--- config.mk ---
export PLATFORM = sky130hd
export DESIGN_NAME = grf_wr_arbiter_flat
export DESIGN_NICKNAME = d
export VERILOG_FILES = /design/src/rtl/grf_wr_arbiter_if.sv /design/src/rtl/grf_wr_arbiter.sv /design/src/flat_wrapper.sv
export SDC_FILE = /design/constraint.sdc
export NUM_CORES = 1
export LEC_CHECK = 0
export BUFFER_PORTS_ARGS = -buffer_cell sky130_fd_sc_hd__buf_4
export CAP_MARGIN = 30
export CORE_MARGIN = 3
export CORE_UTILIZATION = 25
export DETAILED_ROUTE_END_ITERATION = 7
export HOLD_SLACK_MARGIN = 0.05
export PLACE_DENSITY = 0.6
export SKIP_LAST_GASP = 1
export SLEW_MARGIN = 20
export SYNTH_ARGS = -nofsm -noshare
export SYNTH_HDL_FRONTEND = slang
export SYNTH_SLANG_ARGS = --single-unit
--- constraint.sdc ---
create_clock -name clk -period 3.61 [get_ports clk]
set_input_delay 1.083 -clock clk [delete_from_list [all_inputs] [get_ports clk]]
set_output_delay 1.083 -clock clk [all_outputs]
set_load 0.005 [all_outputs]
--- src/rtl/grf_wr_arbiter_if.sv ---
// GRF write-port bundle: W-stage writeback, MDU handshake and registered GRF write.
// The master drives the requests; the arbiter sits on the slave side.
interface grf_wr_arbiter_if;
    logic        wb_valid;
    logic [4:0]  wb_a3;
    logic [31:0] wb_wd;
    logic [31:0] wb_pc;
    logic        md_valid;
    logic        md_ready;
    logic [4:0]  md_a3;
    logic [31:0] md_wd;
    logic [31:0] md_pc;
    logic        stall_req;
    logic        rf_we;
    logic [4:0]  rf_a3;
    logic [31:0] rf_wd;
    logic [31:0] rf_pc;

    modport master (
        output wb_valid, wb_a3, wb_wd, wb_pc,
        output md_valid, md_a3, md_wd, md_pc,
        input  md_ready, stall_req,
        input  rf_we, rf_a3, rf_wd, rf_pc
    );

    modport slave (
        input  wb_valid, wb_a3, wb_wd, wb_pc,
        input  md_valid, md_a3, md_wd, md_pc,
        output md_ready, stall_req,
        output rf_we, rf_a3, rf_wd, rf_pc
    );
endinterface

--- src/rtl/grf_wr_arbiter.sv ---
// Shares the GRF write port between W-stage writeback (priority) and the MDU,
// registering the winner onto the GRF and requesting a bubble when the MDU starves.
module grf_wr_arbiter #(
    parameter int MAX_WAIT = 4
) (
    input  logic              clk,
    input  logic              rst,
    grf_wr_arbiter_if.slave   bus
);

    localparam int CW = $clog2(MAX_WAIT + 1);
    localparam logic [CW-1:0] CNT_MAX = CW'(MAX_WAIT);

    localparam logic [1:0] IDLE  = 2'd0;
    localparam logic [1:0] WAIT  = 2'd1;
    localparam logic [1:0] FORCE = 2'd2;

    logic [1:0]    state_q, state_d;
    logic [CW-1:0] cnt_q, cnt_d;
    logic          we_q, we_d;
    logic [4:0]    a3_q, a3_d;
    logic [31:0]   wd_q, wd_d;
    logic [31:0]   pc_q, pc_d;

    logic          wb_req;
    logic          md_rdy;
    logic          md_hs;
    logic          limit_hit;
    logic [CW-1:0] cnt_inc;

    // A writeback to $0 is not a request, so it leaves the port to the MDU.
    always_comb begin
        wb_req    = bus.wb_valid && (bus.wb_a3 != 5'd0);
        md_rdy    = !rst && bus.md_valid && !wb_req;
        md_hs     = bus.md_valid && md_rdy;
        cnt_inc   = (cnt_q == CNT_MAX) ? cnt_q : cnt_q + 1'b1;
        limit_hit = (int'(cnt_q) + 1) >= MAX_WAIT;
    end

    always_comb begin
        state_d = state_q;
        cnt_d   = cnt_q;
        if (rst) begin
            state_d = IDLE;
            cnt_d   = '0;
        end else if (!bus.md_valid || md_hs) begin
            state_d = IDLE;
            cnt_d   = '0;
        end else begin
            cnt_d = cnt_inc;
            unique case (state_q)
                IDLE, WAIT: state_d = limit_hit ? FORCE : WAIT;
                FORCE:      state_d = FORCE;
                default:    state_d = IDLE;
            endcase
        end
    end

    // Fields track the winner; an MDU write to $0 still wins but keeps rf_we low.
    always_comb begin
        we_d = 1'b0;
        a3_d = a3_q;
        wd_d = wd_q;
        pc_d = pc_q;
        if (rst) begin
            a3_d = '0;
            wd_d = '0;
            pc_d = '0;
        end else if (wb_req) begin
            we_d = 1'b1;
            a3_d = bus.wb_a3;
            wd_d = bus.wb_wd;
            pc_d = bus.wb_pc;
        end else if (md_hs) begin
            we_d = (bus.md_a3 != 5'd0);
            a3_d = bus.md_a3;
            wd_d = bus.md_wd;
            pc_d = bus.md_pc;
        end
    end

    always_ff @(posedge clk) begin
        state_q <= state_d;
        cnt_q   <= cnt_d;
        we_q    <= we_d;
        a3_q    <= a3_d;
        wd_q    <= wd_d;
        pc_q    <= pc_d;
    end

    assign bus.md_ready  = md_rdy;
    assign bus.stall_req = (state_q == FORCE);
    assign bus.rf_we     = we_q;
    assign bus.rf_a3     = a3_q;
    assign bus.rf_wd     = wd_q;
    assign bus.rf_pc     = pc_q;

endmodule
--- src/flat_wrapper.sv ---
// flat-port wrapper written by rule: the top's interface ports become plain ports
module grf_wr_arbiter_flat 
#(
    parameter int MAX_WAIT = 4
)
  (clk, rst, bus_wb_valid, bus_wb_a3, bus_wb_wd, bus_wb_pc, bus_md_valid, bus_md_a3, bus_md_wd, bus_md_pc, bus_md_ready, bus_stall_req, bus_rf_we, bus_rf_a3, bus_rf_wd, bus_rf_pc);
  grf_wr_arbiter_if bus_i ();
  input  logic clk;
  input  logic rst;
  input wire logic [$bits(bus_i.wb_valid)-1:0] bus_wb_valid;
  input wire logic [$bits(bus_i.wb_a3)-1:0] bus_wb_a3;
  input wire logic [$bits(bus_i.wb_wd)-1:0] bus_wb_wd;
  input wire logic [$bits(bus_i.wb_pc)-1:0] bus_wb_pc;
  input wire logic [$bits(bus_i.md_valid)-1:0] bus_md_valid;
  input wire logic [$bits(bus_i.md_a3)-1:0] bus_md_a3;
  input wire logic [$bits(bus_i.md_wd)-1:0] bus_md_wd;
  input wire logic [$bits(bus_i.md_pc)-1:0] bus_md_pc;
  output wire logic [$bits(bus_i.md_ready)-1:0] bus_md_ready;
  output wire logic [$bits(bus_i.stall_req)-1:0] bus_stall_req;
  output wire logic [$bits(bus_i.rf_we)-1:0] bus_rf_we;
  output wire logic [$bits(bus_i.rf_a3)-1:0] bus_rf_a3;
  output wire logic [$bits(bus_i.rf_wd)-1:0] bus_rf_wd;
  output wire logic [$bits(bus_i.rf_pc)-1:0] bus_rf_pc;
  assign bus_i.wb_valid = bus_wb_valid;
  assign bus_i.wb_a3 = bus_wb_a3;
  assign bus_i.wb_wd = bus_wb_wd;
  assign bus_i.wb_pc = bus_wb_pc;
  assign bus_i.md_valid = bus_md_valid;
  assign bus_i.md_a3 = bus_md_a3;
  assign bus_i.md_wd = bus_md_wd;
  assign bus_i.md_pc = bus_md_pc;
  assign bus_md_ready = bus_i.md_ready;
  assign bus_stall_req = bus_i.stall_req;
  assign bus_rf_we = bus_i.rf_we;
  assign bus_rf_a3 = bus_i.rf_a3;
  assign bus_rf_wd = bus_i.rf_wd;
  assign bus_rf_pc = bus_i.rf_pc;
  grf_wr_arbiter #(.MAX_WAIT(MAX_WAIT)) u_core (.clk(clk), .rst(rst), .bus(bus_i));
endmodule
Word level (Yosys, flattened, before mapping)
Cells that the tools add are included.
{"block": "totals", "ram_bits": 0, "latchBits": 0, "ff_bits": 75, "rom_bits": 0, "wordCells": 36, "mem_count": 0}
{"block": "classes", "n_mul": 0, "magnitude_cmp": 1, "shifts": 0, "n_eq_ne": 3, "reduce_logical": 14, "n_bitwise": 0, "n_div": 0, "n_addsub": 2, "mux": 10}
{"op": "$mux 32", "count": 4}
{"op": "$ge 32x4->1 const B", "count": 1}
{"op": "$mux 5", "count": 2}
{"op": "$reduce_bool 5->1", "count": 2}
{"op": "$add 3x1->4 const B", "count": 1}
{"op": "$logic_and 1x1->1", "count": 4}
{"op": "$pmux 2 s2", "count": 1}
{"op": "$reduce_or 2->1", "count": 2}
{"op": "$add 3x1->3 const B", "count": 1}
{"op": "$eq 3x3->1 const B", "count": 1}
{"op": "$logic_not 1->1", "count": 3}
{"op": "$eq 2x1->1 const B", "count": 1}
{"op": "$eq 2x2->1 const B", "count": 1}
{"op": "$logic_not 2->1", "count": 1}
{"op": "$mux 1", "count": 2}
{"op": "$mux 2", "count": 1}
{"op": "$reduce_bool 2->1", "count": 1}
{"op": "$logic_or 1x1->1", "count": 1}

Logic depth before layout (Yosys ltp)
{"block": "logic_depth", "word_depth": 7, "depth_mapped": 6, "ltp_nobuf": 5}

Worst setup path before layout
OpenSTA, ideal clock, no wires.
{"block": "synth_timing", "path_kind": "input port to output port", "startpoint": "input port bus_wb_a3[2]", "endpoint": "output port bus_md_ready", "path_slack_ns": 0.493, "path_stages": 5, "t_arrival_ns": 2.034, "t_required_ns": 2.527, "cell_sequence": "or2_1 > o41a_1 > buf_6 > buf_6 > nor2_1"}
{"block": "synth_between", "elab_chain_cells": 4}
{"item": "start: declaration", "line_no": "flat_wrapper.sv:11", "rtl": "input wire logic [$bits(bus_i.wb_a3)-1:0] bus_wb_a3;"}
{"item": "$reduce_bool 5->1", "line_no": "grf_wr_arbiter.sv:33", "rtl": "wb_req = bus.wb_valid && (bus.wb_a3 != 5'd0);"}
{"item": "$logic_and 1x1->1", "line_no": "grf_wr_arbiter.sv:33"}
{"item": "$logic_not 1->1", "line_no": "grf_wr_arbiter.sv:34", "rtl": "md_rdy = !rst && bus.md_valid && !wb_req;"}
{"item": "$logic_and 1x1->1", "line_no": "grf_wr_arbiter.sv:34"}
{"item": "end: declaration", "line_no": "flat_wrapper.sv:18", "rtl": "output wire logic [$bits(bus_i.md_ready)-1:0] bus_md_ready;"}
Every way passes these cells.

Worst setup path after layout
Ends and elaborated chain as after synthesis.

==> results by group <==
Status
  • Run status: finished clean

CTS
  • Cell chosen for the clock root: sky130_fd_sc_hd__clkbuf_16
  • Clock transition at path regs: 0.06 ns
  • Hold-fix buffers at CTS: 0
  • Largest buffer count on any clock path: 2
  • Inserted Clock Buffers: 9
  • CTS sink count: 75
  • Number of H-tree levels: 3
  • Postcts setup bufs: 0
  • Clock latency of the later-clocked register in the worst-skew pair: 0.33 ns
  • TritonCTS clock tree: built
  • Post-CTS Resized: 0

STA
  • Final number of max-transition violations: 0
  • Max Fclk: 308 MHz
  • Shortest period the worst path allows: 3.24 ns
  • Worst hold margin: 0.445 ns
  • Setup repair after global routing missed its margin: no
  • Smallest setup slack after layout: 0.367 ns
  • Period utilization: 0.898
  • Actual slew at the worst max-slew pin: 0.930 ns
  • Post-route clock skew: 0.00522 ns
  • Number of setup violations in the final report: 0
  • Final Hold Vio Count: 0
  • Headroom to the max-slew limit: 0.372
  • Setup TNS: 0 ns

Pwr
  • Switching Fraction: 0.228
  • Int Pwr: 1.87 mW
  • Power density normalized to cell area: 411 mW/mm^2
  • Leakage power summed over all cells: 2.92 nW
  • Switching pwr: 0.554 mW
  • Part of the total power dissipated in combinational logic: 0.192
  • Fraction of power consumed by the clock network: 0.427
  • Maximum vdd drop: 0.256 mV
  • Sequential power share: 0.381

Critical path
  • Worst Path Arrival: 2.16 ns
  • Dominant delay contributor by cell family on the critical path: simple AND/OR/NAND/NOR gates
  • Critical path launch point type: input pin
  • Most used cell, CP: sky130_fd_sc_hd__buf_4
  • Classification of the worst setup path: input pin to primary output
  • Setup crit end kind: primary output
  • Data required time at the worst endpoint: 2.53 ns
  • Buffer and inverter count on the worst path: 2
  • Worst stage delay on the critical path: 0.41 ns
  • Critical Path Slowest Stage Cell: sky130_fd_sc_hd__o41a_2
  • Cells along the critical path: buf_4 > or2_1 > o41a_2 > nor2_1 > buf_4
  • Top fanout value on the critical path: 2

Placement
  • Worst-case setup slack after placement: 0.375 ns
  • Number of buffer cells added on primary ports: 213
  • Final HPWL DP: 8080 um
  • Gpl congestion: 0.738
  • Placed Instances: 775

Routing
  • DRT antenna net count: 0
  • DR vias: 3560
  • Number of detailed-route iterations in the first pass: 4
  • Number of violations reported at the end of detailed-routing iteration 0: 126
  • Vias per Instance: 4.49
  • Wire length after detailed routing: 11100 um
  • Routed WL per cell: 14.1 um
  • # DRC: 0

Synth
  • Mapped Cells: 406
  • Synthesized area per cell: 9.50 um^2
  • Leading register cell type out of synthesis: sky130_fd_sc_hd__dfxtp_1
  • Number of enable-type register cells in the synthesized netlist: 0
  • Cell area after technology mapping: 0.00386 mm^2
  • Seq/Total Area, Yosys: 0.389
  • Distinct cell type count after synthesis: 31
  • Register bit total from synthesis: 75
  • Total nets after synthesis: 550
  • Fraction of registers with async set or reset after synthesis: 0
  • Synth warn: 0

Cells and area
  • Fraction of final layout cells with drive strength greater than 1: 0.498
  • NumNets Final: 747
  • Number of standard cells in the layout, taps in and fillers out: 792
  • Most frequent standard cell in the layout excluding fill and tap cells: sky130_fd_sc_hd__buf_4
  • Layout Area Growth over Synthesis: 53.0%
  • Number of diodes: 0
  • Leading cell types in the layout, fill and taps excluded: 215 x sky130_fd_sc_hd__buf_4, 130 x sky130_fd_sc_hd__nand2_1, 75 x sky130_fd_sc_hd__dfxtp_1

Floorplanning
  • Die Ht: 130 um
  • Overall die area: 0.0170 mm^2
  • Total I/O pin count: 214
  • Initial core utilization: 0.260
  • Area inside the core boundary: 0.0148 mm^2
  • Die Wd: 130 um
  • Std-Cell Rows: 44

Global routing
  • Maximum number of pins on one net before global-route repair: 71
  • Wire length of the first global-routing pass: 17100 um
  • Total congestion overflow after global routing: 0
  • Global-route total usage across every layer: 0.126
  • Initial antenna violation count: 0
  • Number of global-route vias before repair: 3500

Hold path
  • Min-Delay Path Class: flop to flop

Job
  • Maxcap violations: 0
## cells by family (layout without fill, tap and decap cells)
kind of cell / count (synthesis) / after routing / share of synthesized area
AND/OR/NAND/NOR: 145 / 145 / 0.148
multiplexers: 134 / 134 / 0.369
flip-flops: 75 / 75 / 0.389
buffers and inverters: 36 / 238 / 0.0545
AO/OA/AOI/OAI: 13 / 13 / 0.0311
adder cells (fa/ha/maj): 2 / 2 / 0.00649
XOR/XNOR: 1 / 1 / 0.00227
## flip-flops by register name, indices dropped and copies added, names as in the netlist
name / flops
u_core.cnt_q: 3
u_core.bus.rf_pc: 32
u_core.bus.rf_wd: 32
u_core.bus.rf_we: 1
u_core.state_q: 2
u_core.bus.rf_a3: 5
## layout make-up
cell class / instances / area, um^2
fillers: 1483 / 8910
multi-input cells: 295 / 2150
repair buffers: 218 / 1670
flip-flops and latches: 75 / 1500
clock buffers: 11 / 243
well taps: 184 / 230
clock inverters: 5 / 100
inverters: 4 / 16.3
## through the flow
| stage | util | instance area [um^2] | total power [mW] |
|---|---|---|---|
| after floorplan | - | 3860 | 1.16 |
| after global routing | 0.399 | 5900 | 2.55 |
| after detailed placement | 0.374 | 5540 | 1.41 |
| after CTS | 0.397 | 5880 | 2.47 |
| after global placement | 0.374 | 5540 | 1.40 |
| final | 0.399 | 5900 | 2.43 |
## synth_stat cells, types with 3 or more instances
cell type | n | area, um^2
sky130_fd_sc_hd__mux2_2 | 64 | 721
sky130_fd_sc_hd__mux2i_1 | 70 | 701
sky130_fd_sc_hd__dfxtp_1 | 75 | 1500
sky130_fd_sc_hd__clkbuf_1 | 13 | 48.8
sky130_fd_sc_hd__buf_6 | 8 | 90.1
sky130_fd_sc_hd__inv_1 | 3 | 11.3
sky130_fd_sc_hd__nand3_1 | 5 | 25.0
sky130_fd_sc_hd__buf_2 | 9 | 45.0
sky130_fd_sc_hd__o31ai_2 | 4 | 50.1
sky130_fd_sc_hd__nand2_1 | 130 | 488
## path summary, 6_finish.rpt
path / cells after the start / start / end / slack (ns)
worst min register to register: 1 / u_core.state_q[1]$_SDFF_PP0_ / u_core.state_q[0]$_SDFF_PP0_ / 0.45
worst max-delay path: 5 / bus_wb_a3[2] / bus_md_ready / 0.37
worst min-delay path: 1 / u_core.state_q[1]$_SDFF_PP0_ / u_core.state_q[0]$_SDFF_PP0_ / 0.45
worst max register to register: 3 / u_core.cnt_q[0]$_SDFFE_PP0P_ / u_core.cnt_q[2]$_SDFFE_PP0P_ / 2.38
## layer usage
metal,global-route usage,vias to the layer above,share of wire
met5,0,-,0
met4,0.0587,0,0.019
met3,0.0332,11,0.075
met2,0.219,124,0.49
met1,0.145,1652,0.41
li1,-,1773,-
## power groups by stage
stage | sequential [mW] | combinational [mW] | clock, mW
finish | 0.925 | 0.465 | 1.04
global route | 0.933 | 0.512 | 1.11
CTS | 0.926 | 0.471 | 1.08
detailed placement | 0.942 | 0.470 | 0
global placement | 0.941 | 0.462 | 0
floorplan | 0.943 | 0.221 | 0
## worst reg2reg max path, stage by stage (launching register included)
cell,delay [ns]
sky130_fd_sc_hd__dfxtp_1,0.35
sky130_fd_sc_hd__ha_1,0.22
sky130_fd_sc_hd__and2_1,0.18
sky130_fd_sc_hd__a2111oi_0,0.37
Power figures use the tool's default switching activity.
